[src/rtl/axis_fifo_if.sv]
// axis_fifo_if: C_DEPTH-entry synchronous AXI-Stream FIFO carrying TLAST beside TDATA, with fill level.
// Define AXIS_FIFO_PKT_MODE_EN to present data only once a complete packet (or a full FIFO) is stored.

module axis_fifo_if #(
  parameter int C_AXIS_TDATA_WIDTH = 32,
  parameter int C_DEPTH            = 4,
  parameter int C_ADDR_WIDTH       = $clog2(C_DEPTH)
) (
  input  logic                          clk,
  input  logic                          rst,
  input  logic                          s_axis_tvalid,
  output logic                          s_axis_tready,
  input  logic [C_AXIS_TDATA_WIDTH-1:0] s_axis_tdata,
  input  logic                          s_axis_tlast,
  output logic                          m_axis_tvalid,
  input  logic                          m_axis_tready,
  output logic [C_AXIS_TDATA_WIDTH-1:0] m_axis_tdata,
  output logic                          m_axis_tlast,
  output logic [C_ADDR_WIDTH:0]         level
);

  localparam logic [C_ADDR_WIDTH:0]   CNT_FULL = (C_ADDR_WIDTH+1)'(C_DEPTH);
  localparam logic [C_ADDR_WIDTH:0]   CNT_ONE  = (C_ADDR_WIDTH+1)'(1);
  localparam logic [C_ADDR_WIDTH-1:0] PTR_ONE  = C_ADDR_WIDTH'(1);

  logic [C_AXIS_TDATA_WIDTH:0] mem [C_DEPTH];
  logic [C_AXIS_TDATA_WIDTH:0] head;
  logic [C_ADDR_WIDTH-1:0]     wr_ptr, rd_ptr;
  logic [C_ADDR_WIDTH:0]       count, count_nxt;
  logic                        ready_q;
  logic                        push, pop;

  assign s_axis_tready = ready_q;
  assign push          = s_axis_tvalid & ready_q;
  assign pop           = m_axis_tvalid & m_axis_tready;
  assign level         = count;

  always_comb begin
    // NOTE: default assignment first so every path drives count_nxt and no latch is inferred.
    count_nxt = count;
    if (push && !pop)      count_nxt = count + CNT_ONE;
    else if (pop && !push) count_nxt = count - CNT_ONE;
  end

  // NOTE: non-blocking assignments keep every flop sampling pre-edge values regardless of block order.
  always_ff @(posedge clk or posedge rst) begin
    if (rst) begin
      wr_ptr  <= '0;
      rd_ptr  <= '0;
      count   <= '0;
      ready_q <= 1'b0;
    end else begin
      if (push) wr_ptr <= wr_ptr + PTR_ONE;
      if (pop)  rd_ptr <= rd_ptr + PTR_ONE;
      count   <= count_nxt;
      // Ready is a registered "not full": a pop at full frees the slot only from the next cycle.
      ready_q <= (count_nxt != CNT_FULL);
    end
  end

  // NOTE: storage has no reset; validity is tracked by count alone, so stale words are never presented.
  always_ff @(posedge clk) begin
    if (push) mem[wr_ptr] <= {s_axis_tlast, s_axis_tdata};
  end

  assign head         = mem[rd_ptr];
  assign m_axis_tdata = m_axis_tvalid ? head[C_AXIS_TDATA_WIDTH-1:0] : '0;
  assign m_axis_tlast = m_axis_tvalid ? head[C_AXIS_TDATA_WIDTH]     : 1'b0;

`ifdef AXIS_FIFO_PKT_MODE_EN
  logic [C_ADDR_WIDTH:0] pkt_cnt;
  logic                  pkt_inc, pkt_dec;

  assign pkt_inc = push & s_axis_tlast;
  assign pkt_dec = pop & m_axis_tlast;

  always_ff @(posedge clk or posedge rst) begin
    if (rst) begin
      pkt_cnt <= '0;
    end else if (pkt_inc && !pkt_dec) begin
      pkt_cnt <= pkt_cnt + CNT_ONE;
    end else if (pkt_dec && !pkt_inc) begin
      pkt_cnt <= pkt_cnt - CNT_ONE;
    end
  end

  // A full FIFO releases data even without a stored TLAST so over-long packets cannot deadlock.
  assign m_axis_tvalid = (count != '0) && ((pkt_cnt != '0) || (count == CNT_FULL));
`else
  assign m_axis_tvalid = (count != '0);
`endif

endmodule

[config.mk]
export PLATFORM = sky130hd
export DESIGN_NAME = axis_fifo_if
export DESIGN_NICKNAME = d
export VERILOG_FILES = /design/src/rtl/axis_fifo_if.sv
export SDC_FILE = /design/constraint.sdc
export NUM_CORES = 1
export LEC_CHECK = 0
export CELL_PAD_IN_SITES_DETAIL_PLACEMENT = 1
export CELL_PAD_IN_SITES_GLOBAL_PLACEMENT = 2
export CORE_ASPECT_RATIO = 1.25
export CORE_UTILIZATION = 45
export DETAILED_ROUTE_END_ITERATION = 6
export PLACE_DENSITY_LB_ADDON = 0.1
export SETUP_SLACK_MARGIN = 0.05
export SLEW_MARGIN = 30
export SYNTH_ARGS = -nofsm -noshare
export SYNTH_HDL_FRONTEND = slang
export SYNTH_SLANG_ARGS = --single-unit
[constraint.sdc]
create_clock -name clk -period 4.5 [get_ports clk]
set_input_delay 0.45 -clock clk [delete_from_list [all_inputs] [get_ports clk]]
set_output_delay 0.45 -clock clk [all_outputs]
set_load 0.01 [all_outputs]
==> results of run 1 <==
-- layer usage --
metal	up-vias	share of wire
li1	1210	-
met1	1376	0.41
met2	72	0.53
met4	0	0.0084
met5	-	0
met3	7	0.049
-- final timing paths --
kind	start	endpoint	slack, ns	cells after the start
worst max-delay path	rd_ptr[0]$_DFFE_PP0P_	m_axis_tdata[31]	1.20	4
worst min-delay path	rst	level[1]$_DFF_PP0_	0.30	2
worst max register to register	level[0]$_DFF_PP0_	s_axis_tready$_DFF_PP0_	2.32	6
worst min register to register	wr_ptr[0]$_DFFE_PP0P_	wr_ptr[0]$_DFFE_PP0P_	0.55	1
max in group asynchronous	rst	rd_ptr[1]$_DFFE_PP0P_	3.93	2
min in group clk	wr_ptr[0]$_DFFE_PP0P_	wr_ptr[0]$_DFFE_PP0P_	0.55	1
-- cell type report --
cell class	instances	area, sq um
repair buffers	75	748
inverters	5	18.8
fillers	1076	5130
flip-flops and latches	140	4170
multi-input cells	103	1280
clock buffers	18	429
clock inverters	14	124
well taps	164	205
-- power groups by stage --
stage	clock network (mW)	registers (mW)	logic, mW
6_report	1.27	1.89	1.62
5_1_grt	1.35	1.93	1.76
4_1_cts	1.30	1.90	1.66
3_5_place_dp	0	1.93	1.66
3_3_place_gp	0	1.91	1.65
2_1_floorplan	0	1.80	1.05
-- synth_stat cells (all sizes together) --
library cell	number
edfxtp	132
and2	33
mux4	33
dfrtp	8
buf	7
ha	7
and3	6
clkbuf	5
inv	5
xnor2	4
mux2	3
nand3	3
nand2	2
nand2b	2
nor2	2
o31ai	2
a21bo	1
a21oi	1
mux2i	1
nor3b	1
nor4	1
o211ai	1
-- worst max-delay path: cells and delay by family (launching register included) --
family        cells  cell delay (ns)
mux               1             0.64
simple gates      1             0.19
flops             1             0.62
buf+inv           2             0.98
-- metrics by stage --
step | hold WS (ns) | setup WS [ns]
finish | 0.303 | 1.20
global route | 0.326 | 1.01
CTS | 0.304 | 1.11
detailed placement | 0.548 | 1.55
global placement | 0.541 | 1.59
floorplan | 0.266 | 2.48
-- cell families (layout without fill, tap and decap cells) --
group                    Yosys count  after routing  synth area share
AO/OA/AOI/OAI                      5              5           0.00675
XOR/XNOR                           4              4           0.00630
adder cells (fa/ha/maj)            7              7            0.0157
buffers and inverters             17            112            0.0223
flip-flops                       140            140             0.749
multiplexers                      37             37             0.145
AND/OR/NAND/NOR                   50             50            0.0553
-- registers in the layout, indices dropped and copies added (netlist names) --
name and flops:
level 3, mem 132, rd_ptr 2, s_axis_tready 1
wr_ptr 2
==> impl_results.md, run 1 <==
* Congestion Overflow GR at 0
* VDD IR max at 0.365 mV
* CP endpoint kind: primary output
* Average wire per standard cell at 19.5 um
* # rows at 45
* Die Ht at 126 um
* Worst slew pin tran at 0.963 ns
* Worst setup SP type: flop
* Die Wd at 101 um
* Achievable Freq at about 300 MHz
* Crit Path Class: flop to primary output
* Initial DRT Pass Iterations at 4
* Post-CTS sizing at 0
* Total core area at 0.0121 sq mm
* Share of cells above drive strength 1 at 0.203
* Vias in the first global route at 2874
* Final period util at 0.733
* Worst-skew pair later-pin latency at 0.41 ns
* ANT cells at 0
* Most used routing layer: met2
* Yosys reg bits at 140
* DRT iter0 DRCs at between 100 and 150
* Hold Violations, Final at 0
* Post-route cell area at 0.00697 sq mm
* Final nets at 386
* Met1 Use GR at 0.205
* Synth Instances at 260
* Register area share after synthesis at 0.749
* Most frequent cells in the layout: 132 x edfxtp_1, 74 x clkdlybuf4s50_1, 33 x and2_1, 28 x mux4_2, 17 x clkbuf_16
* Netlist Area Pre-Place at 0.00556 sq mm
* DRT antenna net count at 0
* Root Buffer Master: clkbuf_16
* Die footprint at around 0.013 sq mm
* Initial antenna violation count at 0
* Power, Total at approximately 4.8 mW
* First-pass GRT wire length at 15700 um
* Setup violations, final at 0
* CP Data Required Time at between 4 and 5 ns
* Max Cap Violations at 0
* Yosys top cell area share at 0.713
* Synth warn at 0
* Port Buffer Count at 74
* Final wirelength at 10100 um
* Worst-path fanout max at 24
* Cell taking the most area after synthesis: edfxtp_1
* CP arrival at 2.85 ns
* Clk sinks at 140
* Minimum clock period at 3.30 ns
* Sw Share at 0.286
* Avg Cell Area, Syn at 21.4 sq um
* Final setup TNS at 0 ns
* Non-Filler Instances at 519
* Final Max Slew Viols at 0
* PwrDens at 686 mW/mm^2
* Slowest stage delay, CP at about 0.64 ns
* H-tree depth at 4
* Leakage at 2.31 nW
* Hpwl dp at 5870 um
* Overall routing resource usage at 0.176
* Vias per inst at 5.13
* Int Power at 3.41 mW
* Slowest-stage cell, CP: mux4_1
* Worst-path cell chain: buf_4, mux4_1, and2_1, clkdlybuf4s50_1
* Largest net degree at the start of global routing at 40
* Clock share of power at 0.266
* Postcts setup bufs at 0
* Drt drc at 0
* Yosys cell types at 27
* Fin util at 0.576
* Comb pwr share at 0.339
* Met2 Usage GRT at 0.300
* DR vias at ~2700
* CTS hold repair buffers at 0
* Synth top area cells: edfxtp_1 71%, mux4_2 11%, and2_1 3.7%, dfrtp_1 3.6%, mux4_1 2.4%
* CTS Buffer Depth at 2
* Total CTS buffers at 17
* Switching power at 1.37 mW
* Area delta synth->final at 25.4%
* Slew margin rel. at 0.358
* Synthesized net count at about 300
* I/O Pins at 75
* Cell Area, Placed at ~0.0064 sq mm
* CTS tree: done
* Placed Cells incl. Taps at 487
* Grt met3 use at 0.0623
* Skew final at 0.00709 ns
* RSZ-0062 raised after global routing: false
* Sequential Power Share at 0.395
* Commonest non-fill, non-tap cell in the layout: edfxtp_1
* Reg clk slew, reported paths at approximately 0.060 ns
* Status: finished clean
* Min-delay worst type: input port to asynchronous set/reset pin
* Initial Utilization at 0.459
* Final Wtd Congestion at 0.658
No activity file was read; power rests on OpenSTA's default activity.
==> run 2, diff against run 1 <==
Settings changed: CORE_UTILIZATION 45 to 38.
Clock period 4.5 ns to 2.9 ns, I/O delays scaled along.
==> run 2 against run 1 <==
Effect of this change: clock skew rose by 0.0048 ns; sequential cell count did not move; hold slack got worse by 0.17 ns; cell area rose by 3.5%; critical path type unchanged; clock power rose by 87%; worst setup slack got worse by 0.94 ns; largest power group is now combinational cells; combinational power rose by 74%.
==> impl_results.md, run 2 (same netlist as run 1, synthesis figures left out) <==
* Congestion Overflow GR at 0
* Critical R2R Capture: s_axis_tready$_DFF_PP0_
* Reg-to-reg startpoint: level[0]$_DFF_PP0_
* VDD IR max at 0.527 mV
* Cell Area, Placed at 0.00657 sq mm
* Max Cap Violations at 0
* CP endpoint kind: primary output
* Hold Violations, Final at 0
* CP endpoint: m_axis_tlast
* Hpwl dp at 6530 um
* DRT iter0 DRCs at 101
* Status: finished clean
* Initial DRT Pass Iterations at 4
* DRT antenna net count at 0
* Die Ht at 137 um
* RSZ-0062 raised after global routing: false
* Total core area at 0.0143 sq mm
* Leakage at 2.45 nW
* Clk sinks at 140
* Area delta synth->final at 29.8%
* Final Wtd Congestion at 0.697
* Largest reg by FF count: mem
* Setup violations, final at 0
* I/O Pins at between 70 and 80
* Crit Path Class: flop to primary output
* Worst-path fanout max at 15
* Final Max Slew Viols at 0
* H-tree depth at 4
* Worst setup SP type: flop
* PwrDens at 1110 mW/mm^2
* CP Data Required Time at 2.61 ns
* Worst-skew pair later-pin latency at 0.42 ns
* Final period util at 0.911
* ANT cells at 0
* CP arrival at 2.35 ns
* Area occupied by multi-input gates at 0.00129 sq mm
* Initial antenna violation count at 0
* CTS Buffer Depth at 2
* Most frequent cells in the layout: 132 x edfxtp_1, 74 x clkdlybuf4s50_1, 33 x and2_1, 28 x mux4_2, 17 x clkbuf_16
* Die footprint at between 0.015 and 0.02 sq mm
* Minimum clock period at 2.64 ns
* R2R Setup Slk at 0.94 ns
* Port Buffer Count at 74
* Achievable Freq at 378 MHz
* Max reg flops at 132
* Die Wd at 110 um
* Final nets at 395
* Skew final at 0.0119 ns
* Min-delay worst type: input port to asynchronous set/reset pin
* Post-route cell area at 0.00722 sq mm
* Share of cells above drive strength 1 at 0.223
* Drt drc at 0
* Vias per inst at around 5
* Overall routing resource usage at 0.158
* Crit. Startpoint: rd_ptr[0]$_DFFE_PP0P_
* Fill cells at 1333
* Vias in the first global route at around 2900
* Largest net degree at the start of global routing at 33
* Final setup TNS at 0 ns
* Reg area at 0.00417 sq mm
* FF-to-FF path depth at 7
* Final wirelength at 10800 um
* Initial Utilization at 0.388
* Slew margin rel. at 0.690
* # rows at 49
* DR vias at around 2700
* Root Buffer Master: clkbuf_16
* Average wire per standard cell at 19.9 um
* CTS tree: done
* First-pass GRT wire length at 16500 um
* Reg clk slew, reported paths at 0.06 ns
* Worst slew pin tran at 0.464 ns
* Commonest non-fill, non-tap cell in the layout: edfxtp_1
* Total CTS buffers at 17
run 2: worst min path at each step:
stage                           from               endpoint  slack [ns]  depth (start not counted)
2_1_floorplan                    rst     level[0]$_DFF_PP0_        0.11                          1
3_3_place_gp   wr_ptr[0]$_DFFE_PP0P_  wr_ptr[0]$_DFFE_PP0P_        0.53                          1
3_5_place_dp   wr_ptr[0]$_DFFE_PP0P_  wr_ptr[0]$_DFFE_PP0P_        0.54                          1
4_1_cts                          rst     level[0]$_DFF_PP0_        0.14                          2
5_1_grt                          rst     level[0]$_DFF_PP0_        0.17                          2
6_report                         rst     level[0]$_DFF_PP0_        0.13                          2
run 2: worst max-delay path, stage by stage (launching register included):
cell	delay (ns)
dfrtp_2	0.39
buf_4	0.33
mux4_1	0.58
and2_1	0.17
clkdlybuf4s50_1	0.47
run 2: cell type report:
class,instances,share of cell area
multi-input cells,103,0.178
clock buffers,19,0.0600
repair buffers,84,0.122
inverters,5,0.00260
flip-flops and latches,140,0.577
clock inverters,13,0.0296
well taps,178,0.0308
run 2: power breakdown:
| part | internal [mW] | leakage, nW | switching [mW] | total (mW) |
|---|---|---|---|---|
| combinational | 1.59 | 0.845 | 1.23 | 2.82 |
| sequential | 2.65 | 1.30 | 0.138 | 2.79 |
| clock | 1.54 | 0.309 | 0.840 | 2.37 |
| total | 5.78 | 2.45 | 2.21 | 7.99 |
run 2: metrics by stage:
stage	utilization	hold WS, ns	worst slack, ns	power (mW)	std cells
after floorplan	-	0.106	1.03	4.43	260
after global placement	0.458	0.531	0.649	5.69	510
after detailed placement	0.458	0.543	0.592	5.72	510
after CTS	0.503	0.141	0.132	8.13	542
after global routing	0.503	0.173	0.0903	8.41	542
final	0.503	0.133	0.258	7.99	542
run 2: routing by layer:
| metal | up-vias | share of wire | track usage |
|---|---|---|---|
| met5 | - | 0 | 0 |
| met4 | 0 | 0.013 | 0.0636 |
| met3 | 14 | 0.039 | 0.0445 |
| li1 | 1225 | - | - |
| met1 | 1405 | 0.42 | 0.188 |
| met2 | 54 | 0.53 | 0.270 |
run 2: repair_timing:
item | 4_1_cts | 5_1_grt
hold buffers | 0 | 0
setup buffers | 0 | 0
gates resized for setup | 0 | 1
endpoints found under the setup margin | 0 | 16
